==> config.mk <==
export PLATFORM = sky130hd
export DESIGN_NAME = bldc_motor_emulator
export DESIGN_NICKNAME = d
export VERILOG_FILES = /design/src/rtl/bldc_motor_emulator.sv
export SDC_FILE = /design/constraint.sdc
export NUM_CORES = 1
export LEC_CHECK = 0
export CORE_UTILIZATION = 54
export DETAILED_ROUTE_END_ITERATION = 10
export GPL_ROUTABILITY_DRIVEN = 0
export PLACE_DENSITY = 0.79
export SLEW_MARGIN = 10
export SYNTH_ARGS = -nofsm -noshare
export SYNTH_HDL_FRONTEND = slang
export SYNTH_SLANG_ARGS = --single-unit
==> constraint.sdc <==
create_clock -name clk -period 7.5 [get_ports clk]
set_clock_uncertainty 0.15 [all_clocks]
set_input_delay 1.5 -clock clk [delete_from_list [all_inputs] [get_ports clk]]
set_output_delay 1.5 -clock clk [all_outputs]
set_load 0.01 [all_outputs]
==> src/rtl/bldc_motor_emulator.sv <==
// BLDC motor plant model: decodes gate drive into torque, filters speed, emits hall and quadrature.
// Latency: enc/sector 1 clk after accumulator carry; hall 1 clk after sector; fault override combinational.
// Backpressure: none; free-running plant, en=0 freezes model state (shoot_through still detected).
module bldc_motor_emulator #(
  parameter int PWM_PERIOD     = 1022,
  parameter int DUTY_WIDTH     = 10,
  parameter int ACCEL_SHIFT    = 4,
  parameter int ACC_WIDTH      = 16,
  parameter int ENC_PER_SECTOR = 8
) (
  input  logic                         clk,
  input  logic                         reset,
  input  logic                         en,
  input  logic [2:0]                   phaseH,
  input  logic [2:0]                   phaseL,
  input  logic [1:0]                   fault_inj,
  output logic [2:0]                   hall,
  output logic [1:0]                   enc,
  output logic [2:0]                   sector,
  output logic signed [DUTY_WIDTH+1:0] speed,
  output logic                         shoot_through
);

  localparam int SW = DUTY_WIDTH + 2;
  localparam int WW = $clog2(PWM_PERIOD);
  localparam int EW = (ENC_PER_SECTOR > 1) ? $clog2(ENC_PER_SECTOR) : 1;
  localparam logic [WW-1:0] WIN_LAST = WW'(PWM_PERIOD - 1);
  localparam logic [EW-1:0] SUB_LAST = EW'(ENC_PER_SECTOR - 1);

  logic [WW-1:0]         win_cnt;
  logic [DUTY_WIDTH-1:0] duty_cnt;
  logic signed [SW-1:0]  target;
  logic                  upd_pend;
  logic [ACC_WIDTH-1:0]  acc;
  logic [EW-1:0]         sub_cnt;
  logic [2:0]            hall_reg;

  logic                  vec_ok;
  logic [2:0]            k;
  logic [3:0]            off_raw;
  logic [3:0]            off;
  logic                  dir_pos;
  logic                  dir_neg;
  logic                  win_wrap;
  logic [DUTY_WIDTH-1:0] duty_sum;
  logic signed [SW-1:0]  mag;
  logic signed [SW-1:0]  target_nxt;
  logic signed [SW-1:0]  diff;
  logic signed [SW-1:0]  step;
  logic signed [SW-1:0]  speed_nxt;
  logic [SW-1:0]         abs_spd;
  logic [ACC_WIDTH:0]    acc_sum;
  logic                  carry;
  logic [1:0]            enc_fwd;
  logic [1:0]            enc_rev;
  logic [2:0]            sector_fwd;
  logic [2:0]            sector_rev;

  // Decode the gate-drive vector; only the six single-high/single-low pairs give torque.
  always_comb begin
    vec_ok = 1'b1;
    k      = 3'd0;
    case ({phaseH, phaseL})
      6'b001_010: k = 3'd0;
      6'b001_100: k = 3'd1;
      6'b010_100: k = 3'd2;
      6'b010_001: k = 3'd3;
      6'b100_001: k = 3'd4;
      6'b100_010: k = 3'd5;
      default:    vec_ok = 1'b0;
    endcase
  end

  // Torque direction from the electrical offset between applied vector and rotor sector.
  always_comb begin
    off_raw = {1'b0, k} + 4'd6 - {1'b0, sector};
    off     = (off_raw >= 4'd6) ? off_raw - 4'd6 : off_raw;
    dir_pos = vec_ok && (off == 4'd1 || off == 4'd2);
    dir_neg = vec_ok && (off == 4'd4 || off == 4'd5);
  end

  // Window arithmetic, first-order speed filter and position accumulator.
  always_comb begin
    win_wrap   = (win_cnt == WIN_LAST);
    duty_sum   = duty_cnt + {{(DUTY_WIDTH-1){1'b0}}, (dir_pos | dir_neg)};
    mag        = $signed({2'b00, duty_sum});
    target_nxt = dir_neg ? -mag : (dir_pos ? mag : '0);
    // |target| and |speed| stay within PWM_PERIOD, so the difference fits in SW bits.
    diff       = target - speed;
    step       = diff >>> ACCEL_SHIFT;
    speed_nxt  = speed + step;
    abs_spd    = speed[SW-1] ? -speed : speed;
    acc_sum    = {1'b0, acc} + {{(ACC_WIDTH+1-SW){1'b0}}, abs_spd};
    carry      = acc_sum[ACC_WIDTH];
  end

  // Next quadrature code and sector for a step in either direction.
  always_comb begin
    case (enc)
      2'b00:   begin enc_fwd = 2'b01; enc_rev = 2'b10; end
      2'b01:   begin enc_fwd = 2'b11; enc_rev = 2'b00; end
      2'b11:   begin enc_fwd = 2'b10; enc_rev = 2'b01; end
      default: begin enc_fwd = 2'b00; enc_rev = 2'b11; end
    endcase
    sector_fwd = (sector == 3'd5) ? 3'd0 : sector + 3'd1;
    sector_rev = (sector == 3'd0) ? 3'd5 : sector - 3'd1;
  end

  // Duty measurement window; target latched on wrap, speed filtered one clock later.
  always_ff @(posedge clk) begin
    if (reset) begin
      win_cnt  <= '0;
      duty_cnt <= '0;
      target   <= '0;
      upd_pend <= 1'b0;
      speed    <= '0;
    end else if (en) begin
      upd_pend <= win_wrap;
      if (upd_pend) speed <= speed_nxt;
      if (win_wrap) begin
        win_cnt  <= '0;
        duty_cnt <= '0;
        target   <= target_nxt;
      end else begin
        win_cnt  <= win_cnt + WW'(1);
        duty_cnt <= duty_sum;
      end
    end
  end

  // Integrate |speed|; each accumulator carry is one quadrature step in the sign of speed.
  always_ff @(posedge clk) begin
    if (reset) begin
      acc     <= '0;
      enc     <= 2'b00;
      sub_cnt <= '0;
      sector  <= 3'd0;
    end else if (en) begin
      acc <= acc_sum[ACC_WIDTH-1:0];
      if (carry && !speed[SW-1]) begin
        enc <= enc_fwd;
        if (sub_cnt == SUB_LAST) begin
          sub_cnt <= '0;
          sector  <= sector_fwd;
        end else begin
          sub_cnt <= sub_cnt + EW'(1);
        end
      end else if (carry && speed[SW-1]) begin
        enc <= enc_rev;
        if (sub_cnt == '0) begin
          sub_cnt <= SUB_LAST;
          sector  <= sector_rev;
        end else begin
          sub_cnt <= sub_cnt - EW'(1);
        end
      end
    end
  end

  // Hall code registered from the sector.
  always_ff @(posedge clk) begin
    if (reset) begin
      hall_reg <= 3'b001;
    end else begin
      case (sector)
        3'd0:    hall_reg <= 3'b001;
        3'd1:    hall_reg <= 3'b011;
        3'd2:    hall_reg <= 3'b010;
        3'd3:    hall_reg <= 3'b110;
        3'd4:    hall_reg <= 3'b100;
        default: hall_reg <= 3'b101;
      endcase
    end
  end

  // Sticky shoot-through detector, live even while the model is frozen.
  always_ff @(posedge clk) begin
    if (reset) shoot_through <= 1'b0;
    else if ((phaseH & phaseL) != 3'b000) shoot_through <= 1'b1;
  end

  // Fault injection overrides only the visible hall code.
  always_comb begin
    case (fault_inj)
      2'b01:   hall = 3'b000;
      2'b10:   hall = 3'b111;
      default: hall = hall_reg;
    endcase
  end

endmodule

==> summary by stage, run 1 <==
Yosys
The synthesized netlist contains 67 unique library cells. The Yosys step of the flow raised 0 warnings. After synthesis, the share of flip-flops with an asynchronous set or reset is 0%.

The portion of synthesized cell area occupied by the leading cell type is 25.9%. After synthesis, the most frequently instantiated cells are 73 x sky130_fd_sc_hd__dfxtp_1, 66 x sky130_fd_sc_hd__nor2_1, 64 x sky130_fd_sc_hd__nand2_1. The total of flip-flops plus latches after synthesis is 73. The number of instances in the synthesized netlist is 704. After synthesis, the cell types taking the most area are sky130_fd_sc_hd__dfxtp_1 26%, sky130_fd_sc_hd__ha_1 11%, sky130_fd_sc_hd__xnor2_1 6.7%.

The number of nets handed over by synthesis was 769. Counting flops with a built-in enable in the synthesized netlist gives 0. The post-synthesis area per instance is 8.02 µm². sky130_fd_sc_hd__dfxtp_1 takes more of the synthesized area than any other cell. Among all flip-flop cells after synthesis, the most frequent one is sky130_fd_sc_hd__dfxtp_1. After synthesis, flip-flops and latches occupy 25.9% of the total area. The mapped netlist covers 0.00565 mm². In the post-synthesis netlist, the cell with the most instances is sky130_fd_sc_hd__dfxtp_1.

Floorplan
The vertical die dimension is 104 µm. The die outline area is 0.0109 mm². The area of the core is 0.00995 mm². The die width is 104 µm. Row generation in the floorplan step produced 36 rows. In this run the count of I/O pins placed on the die edge is 32. The initial core utilization is 56.7%.

Clock tree
Clock tree synthesis inserted a total of 9 buffers. Clock-pin slew was measured on the worst setup and hold paths at 70 ps. The buffer count from post-CTS setup fixing is 0.

The latest clock arrival within the worst-skew pair is 370 ps. In this run the deepest clock path goes through 2 buffers. Hold repair after CTS inserted 0 buffers. TritonCTS built the clock tree.

In this run the number of H-tree levels came out at 3. Once the clock tree was built, the resizer swapped 0 gates to a different size. The clock root buffer is sky130_fd_sc_hd__clkbuf_8. The number of clock sinks seen by CTS is 73.

Power and ir drop
The peak supply drop is 0.143 mV. The total power divided by cell area is 132 mW/mm². Summed over all cells, the static leakage comes to 2.52 nW.

Route
In the routed design, unresolved DRC markers number 0. The routed layout has 4985 vias. The average routed wire per standard cell is 14.8 µm. Once detail routing completed, the nets flagged for antenna violations numbered 0.

The violation count after the first detailed-routing iteration is 156. The routed design has 12.6 mm of wire. The detailed-router iteration count before antenna repair is 5.

The detail-routed via count per cell is 5.87.

Setup path
The worst-path cell with the longest stage delay is sky130_fd_sc_hd__clkdlybuf4s50_1. The sort of element at the start of the critical path is a primary input. The worst setup path is captured at a flip-flop. The largest fanout on the critical path is 8.

The number of buffers and inverters on the critical path is 4. The largest stage delay on the critical path is 550 ps. The worst setup path category is primary input to flip-flop.

By instance count, the cell type seen most on the critical path is sky130_fd_sc_hd__ha_1. The critical path's top delay family is adder cells. Data on the critical path arrives at its endpoint at 7120 ps. The critical path required time is 7640 ps. The critical path goes through clkdlybuf4s50_1, nor4b_1, nand2_1, ha_1, inv_1, ha_1, fa_1, ha_1, inv_1, a21oi_1, a31oi_1, o22ai_1, a311o_1, inv_1, ha_1, ha_1, and3_4, and3_4, nor3_1, o211ai_2, o41ai_1, nor2b_1, or3_1, a21oi_1.

Timing
Derived from the worst setup path, the maximum achievable clock frequency is 143 MHz. The final-report max-slew violation count is 0. In the post-route analysis, the smallest setup slack over all paths is 518 ps. After layout, the minimum clock period comes to 6980 ps. For the pin with the worst max-slew slack, the measured transition is 759 ps.

The final hold violation count is 0. Summed over all failing endpoints, the final setup total negative slack is 0 ps. Setup violations remaining at the end of the flow were counted as 0. The ratio of final minimum period to clock period is 93.1%.

Setup repair after global routing left no endpoint under its margin. In this run the tightest slew margin relative to its limit is 49.1%.

Finish
The antenna diode instance count is 0. The register bank with the most flops is acc. In the final layout, the registers with the most flip-flops are acc x16, speed x12, target x12. The register with the most flip-flops in the layout has 16 of them.

The synthesis-to-finish area growth is 9.51%. The final instance area is 0.00618 mm². The fraction of layout cells with a size suffix above 1 is 5.17%.

The net count of the finished layout is 776.

Placement
After legalization and detailed placement, the total HPWL measured 9.13 mm. The cell area after placement is 0.00594 mm². The worst-case setup slack after placement is 246 ps. The count of buffers inserted at the top-level ports is 31.

Worst hold path
The min-delay analysis places its worst path in the category flip-flop to flip-flop.

Global route
The initial antenna violation count is 0. Across every metal layer, demand over resource in global routing totals 23.4%. The largest net degree at the start of global routing is 47. The first global-routing pass estimated 21.3 mm of wire. The via count of the first global-routing pass is 4757.

The sum of overflow across all layers after global routing is 0.

Run status
The flow ran to the end, and the final reports show no timing, DRC or antenna violations.

Run
The count of maximum capacitance violations is 0.
==> power by group <==
part           internal, W  switching [W]
registers         0.000390     0.00000226
logic            0.0000208      0.0000309
clock network     0.000215       0.000158
==> logic make-up after synthesis <==
| logic type | share of synthesized area, % |
|---|---|
| simple gates | 21.7 |
| compound gates | 20.7 |
| buf+inv | 6.29 |
| flops | 25.9 |
| xor+xnor | 10.2 |
| fa+ha+maj | 12.4 |
| mux | 2.88 |
==> layout by cell type (no fill, tap or decap), types with 8 or more instances in the layout <==
cell and count:
sky130_fd_sc_hd__o21ai_0 21, sky130_fd_sc_hd__nand4_1 9, sky130_fd_sc_hd__or3_1 8, sky130_fd_sc_hd__and3_1 10, sky130_fd_sc_hd__clkbuf_8 12, sky130_fd_sc_hd__xnor2_1 43, sky130_fd_sc_hd__nand3_1 14, sky130_fd_sc_hd__a211oi_1 10
sky130_fd_sc_hd__nand2b_1 13, sky130_fd_sc_hd__inv_1 43, sky130_fd_sc_hd__nor3_1 11, sky130_fd_sc_hd__clkdlybuf4s50_1 30, sky130_fd_sc_hd__nor2_1 66, sky130_fd_sc_hd__nor2b_1 9, sky130_fd_sc_hd__dfxtp_1 73, sky130_fd_sc_hd__mux2i_1 14
sky130_fd_sc_hd__a31oi_1 8, sky130_fd_sc_hd__a21oi_1 58, sky130_fd_sc_hd__ha_1 51, sky130_fd_sc_hd__xor2_1 23, sky130_fd_sc_hd__nand2_1 64
==> area by class of cell <==
type | instances | area (µm²)
inverters | 43 | 161
clock inverters | 4 | 73.8
clock buffers | 12 | 165
well taps | 133 | 166
multi-input cells | 551 | 3830
repair buffers | 33 | 320
fillers | 841 | 3770
flip-flops and latches | 73 | 1460
==> final timing paths <==
check	start	end	slack, ps	cells after the start
worst min-delay path	target[2]	target[2]	330	1
worst max register to register	sector[1]	target[10]	2380	21
worst min register to register	target[2]	target[2]	330	1
worst max-delay path	phaseL[1]	target[10]	520	24
==> metal layers <==
| metal | GRT usage [%] | up-vias | part of all wire, % |
|---|---|---|---|
| met3 | 5.26 | 26 | 3.1 |
| li1 | - | 2503 | - |
| met1 | 27.8 | 2352 | 45 |
| met5 | 0 | - | 0 |
| met2 | 41.3 | 104 | 50 |
| met4 | 7.96 | 0 | 1.8 |
==> through the flow <==
step | total power (W) | cells | utilization, % | hold WS [ps]
CTS | 0.000822 | 849 | 62.1 | 337
detailed placement | 0.000453 | 833 | 59.7 | 319
floorplan | 0.000436 | 704 | - | 281
global route | 0.000840 | 849 | 62.1 | 356
global placement | 0.000450 | 833 | 59.7 | 305
finish | 0.000816 | 849 | 62.1 | 333
No activity file was read; power rests on OpenSTA's default activity.
==> inputs of run 2 (changes only) <==
SLEW_MARGIN = 20   (was 10)
==> results of run 2 <==
The final DEF is identical to that of run 1; final timing and power are the same.
==> inputs of run 3 (changes only) <==
CORE_UTILIZATION = 65   (was 54)
GPL_TIMING_DRIVEN = 0   (was default)
PLACE_DENSITY = 0.92   (was 0.79)
clock period = 8.32 ns   (was 7.5 ns; I/O delays follow)
==> run 3 against run 2 <==
Against the previous run: register-to-register slack better by 670 ps; count of clock-buffer cells in the layout is 3 lower; total power shrank 17%; combinational power is essentially flat; clock power fell by 28%; sequential power down 9.9%; via count rose by 8.7%; sequential cell count stayed put; die area shrank 17%; wire length increased by 15%; critical path type unchanged; highest routed layer unchanged.
==> summary by stage, run 3 (synthesis results as in run 1) <==
Route
After the first detailed-routing iteration, the DRC count stood at 324. The detailed-router iteration count before antenna repair is 5. The DRC violation count after routing is 0. The total vias in the final route is 5420.

The detail route stage leaves a number of antenna-violating nets equal to 0. After detailed routing, the number of vias per cell comes to 6.37. Wires add up to 14.4 mm. The average routed wire per standard cell is 17.0 µm.

Setup path
The kind of cell with the highest combined delay along the critical path is adder cells. The logic depth of the worst setup path including buffers is 27. The critical path required time is 8460 ps. The capture point of the worst path is target[10]. The worst setup path is of the primary input to flip-flop kind. The number of buffers and inverters on the critical path is 7. The reg-to-reg critical path startpoint is sector[1]. The setup slack on the worst flop-to-flop path is 3050 ps.

The worst setup path is captured at a flip-flop. Data arrives at the worst endpoint at 7380 ps. The worst register-to-register path ends at target[10]. On the critical path, the stage with the largest delay is an instance of sky130_fd_sc_hd__clkdlybuf4s50_1. For this run, the slowest stage of the critical path takes 630 ps. The most prevalent standard cell on the critical path is sky130_fd_sc_hd__ha_1.

The sort of element at the start of the critical path is a primary input. The critical path starts at phaseH[1]. In this run the worst path has a maximum fanout of 8. The number of cell instances on the worst register-to-register path is 24.

Finish
The fraction of layout cells with a size suffix above 1 is 6.30%. The most common cell after layout, fill and taps aside is sky130_fd_sc_hd__dfxtp_1. The number of nets at the end of the flow is 806.

The register with the most flip-flops in the layout has 16 of them. The register with the most flip-flops in the final layout is acc. The largest registers in the layout are acc x16, speed x12, target x12. The final cell count without fillers is 851. The synthesis-to-finish area growth is 10.2%. In the layout the commonest cells are 73 x sky130_fd_sc_hd__dfxtp_1, 66 x sky130_fd_sc_hd__nor2_1, 64 x sky130_fd_sc_hd__nand2_1. The final core utilization is 75.0%. The antenna diode instance count is 0.

Worst hold path
The type of the tightest min-delay check is flip-flop to flip-flop.

Timing
The max-slew headroom at the worst pin is 52.2%. At the pin with the least slew margin, the transition time is 716 ps. The setup violation total in the final timing report is 0. The worst hold slack after final layout is 339 ps.

The ratio of final minimum period to clock period is 87.0%. After layout, the minimum clock period comes to 7240 ps. The final-report max-slew violation count is 0. The final hold violation count is 0. Setup repair after global routing left no endpoint under its margin. The maximum frequency from static timing analysis is 138 MHz. Summed over all failing endpoints, the final setup total negative slack is 0 ps.

Power and ir drop
For this design the ratio of total power to cell area is 108 mW/mm². The worst-case IR drop observed on VDD is 0.112 mV. The analysis attributes to cell leakage a power of 2.56 nW.

Placement
Input and output buffers added on the ports amount to 26. The HPWL after detailed placement is 10.9 mm. Counting tap cells, the placed design contains a total of 835 instances.

Global route
The overall track demand over capacity in global routing is 33.4%. The first global-routing pass estimated 23.6 mm of wire. The initial antenna violation count came to 0. The via count of the first global-routing pass is 5151. Entering global routing, the biggest net connects 16 pins.

For this run the aggregate overflow at the end of global routing stands at 0.

Floorplan
The I/O pin count is 32. The number of cell rows is 33. The initial core utilization is 68.0%.

The area of the core is 0.00830 mm². The die width is 95.2 µm. The die covers 0.00906 mm². The vertical die dimension is 95.2 µm.

Run status
The run finished with clean final reports.

Clock tree
The number of cells upsized or downsized after cts is 0. The CTS tree is built. In this run the number of H-tree levels came out at 3.

The buffer count from post-CTS setup fixing is 0. The maximum number of buffers from clock root to sink is 2. Buffers inserted to repair hold after CTS numbered 0.

The root buffer cell chosen for the clock tree is sky130_fd_sc_hd__clkbuf_8. The number of clock sinks seen by CTS is 73. The clock slew at the register clock pins of the worst setup and hold paths is 80 ps. In this run, CTS created clock tree buffers numbering 9.

The latest clock arrival within the worst-skew pair is 370 ps.

Run
Max-cap violations in this run came to 0.
-- run 3: cell count changes in the layout (fill, tap and decap cells not counted), moves of 2 or more --
cell                              delta
sky130_fd_sc_hd__buf_2               +7
sky130_fd_sc_hd__buf_4               -2
sky130_fd_sc_hd__buf_6               +6
sky130_fd_sc_hd__bufinv_16           -2
sky130_fd_sc_hd__clkbuf_1           +22
sky130_fd_sc_hd__clkbuf_8            -3
sky130_fd_sc_hd__clkdlybuf4s50_1     -4
sky130_fd_sc_hd__clkinvlp_4          +2
sky130_fd_sc_hd__inv_6               +2
-- run 3: power by group --
group           total, W  internal (W)  switching (W)
Sequential      0.000353      0.000351     0.00000199
Clock           0.000270      0.000113       0.000157
Combinational  0.0000518     0.0000187      0.0000331
-- run 3: how the worst min path moves through the flow --
stage / startpoint / to / slack, ps / depth (start not counted)
floorplan: target[6] / target[6] / 280 / 2
global placement: target[0] / target[0] / 310 / 1
detailed placement: target[0] / target[0] / 320 / 1
CTS: duty_cnt[0] / duty_cnt[0] / 340 / 2
global route: target[0] / target[0] / 360 / 1
finish: target[4] / target[4] / 340 / 1
-- run 3: stage by stage --
stage                     instance area (µm²)  total power [W]  worst slack, ps
after CTS                                6220         0.000674             1120
after global routing                     6220         0.000695              642
after global placement                   6040         0.000408              995
after floorplan                          5650         0.000393             1790
after detailed placement                 6040         0.000412              781
final                                    6220         0.000675             1080
-- run 3: final cells by class --
class | instances | area, µm²
sequential | 73 | 1460
multi-input combinational | 551 | 3830
clock inverter | 7 | 61.3
tap | 105 | 131
fill | 588 | 2080
clock buffer | 9 | 124
inverter | 43 | 161
buffer | 37 | 194
timing repair buffer | 26 | 260
-- run 3: per-layer routing --
layer  share of wire [%]  routed length [µm]  global-route usage (%)  vias up
met4                 4.5                 650                    18.2        0
met3                 6.1                 880                    5.58       77
met5                   0                   0                       0        -
li1                    -                   -                       -     2575
met2                  50                7230                    59.6      213
met1                  39                5690                    37.4     2555
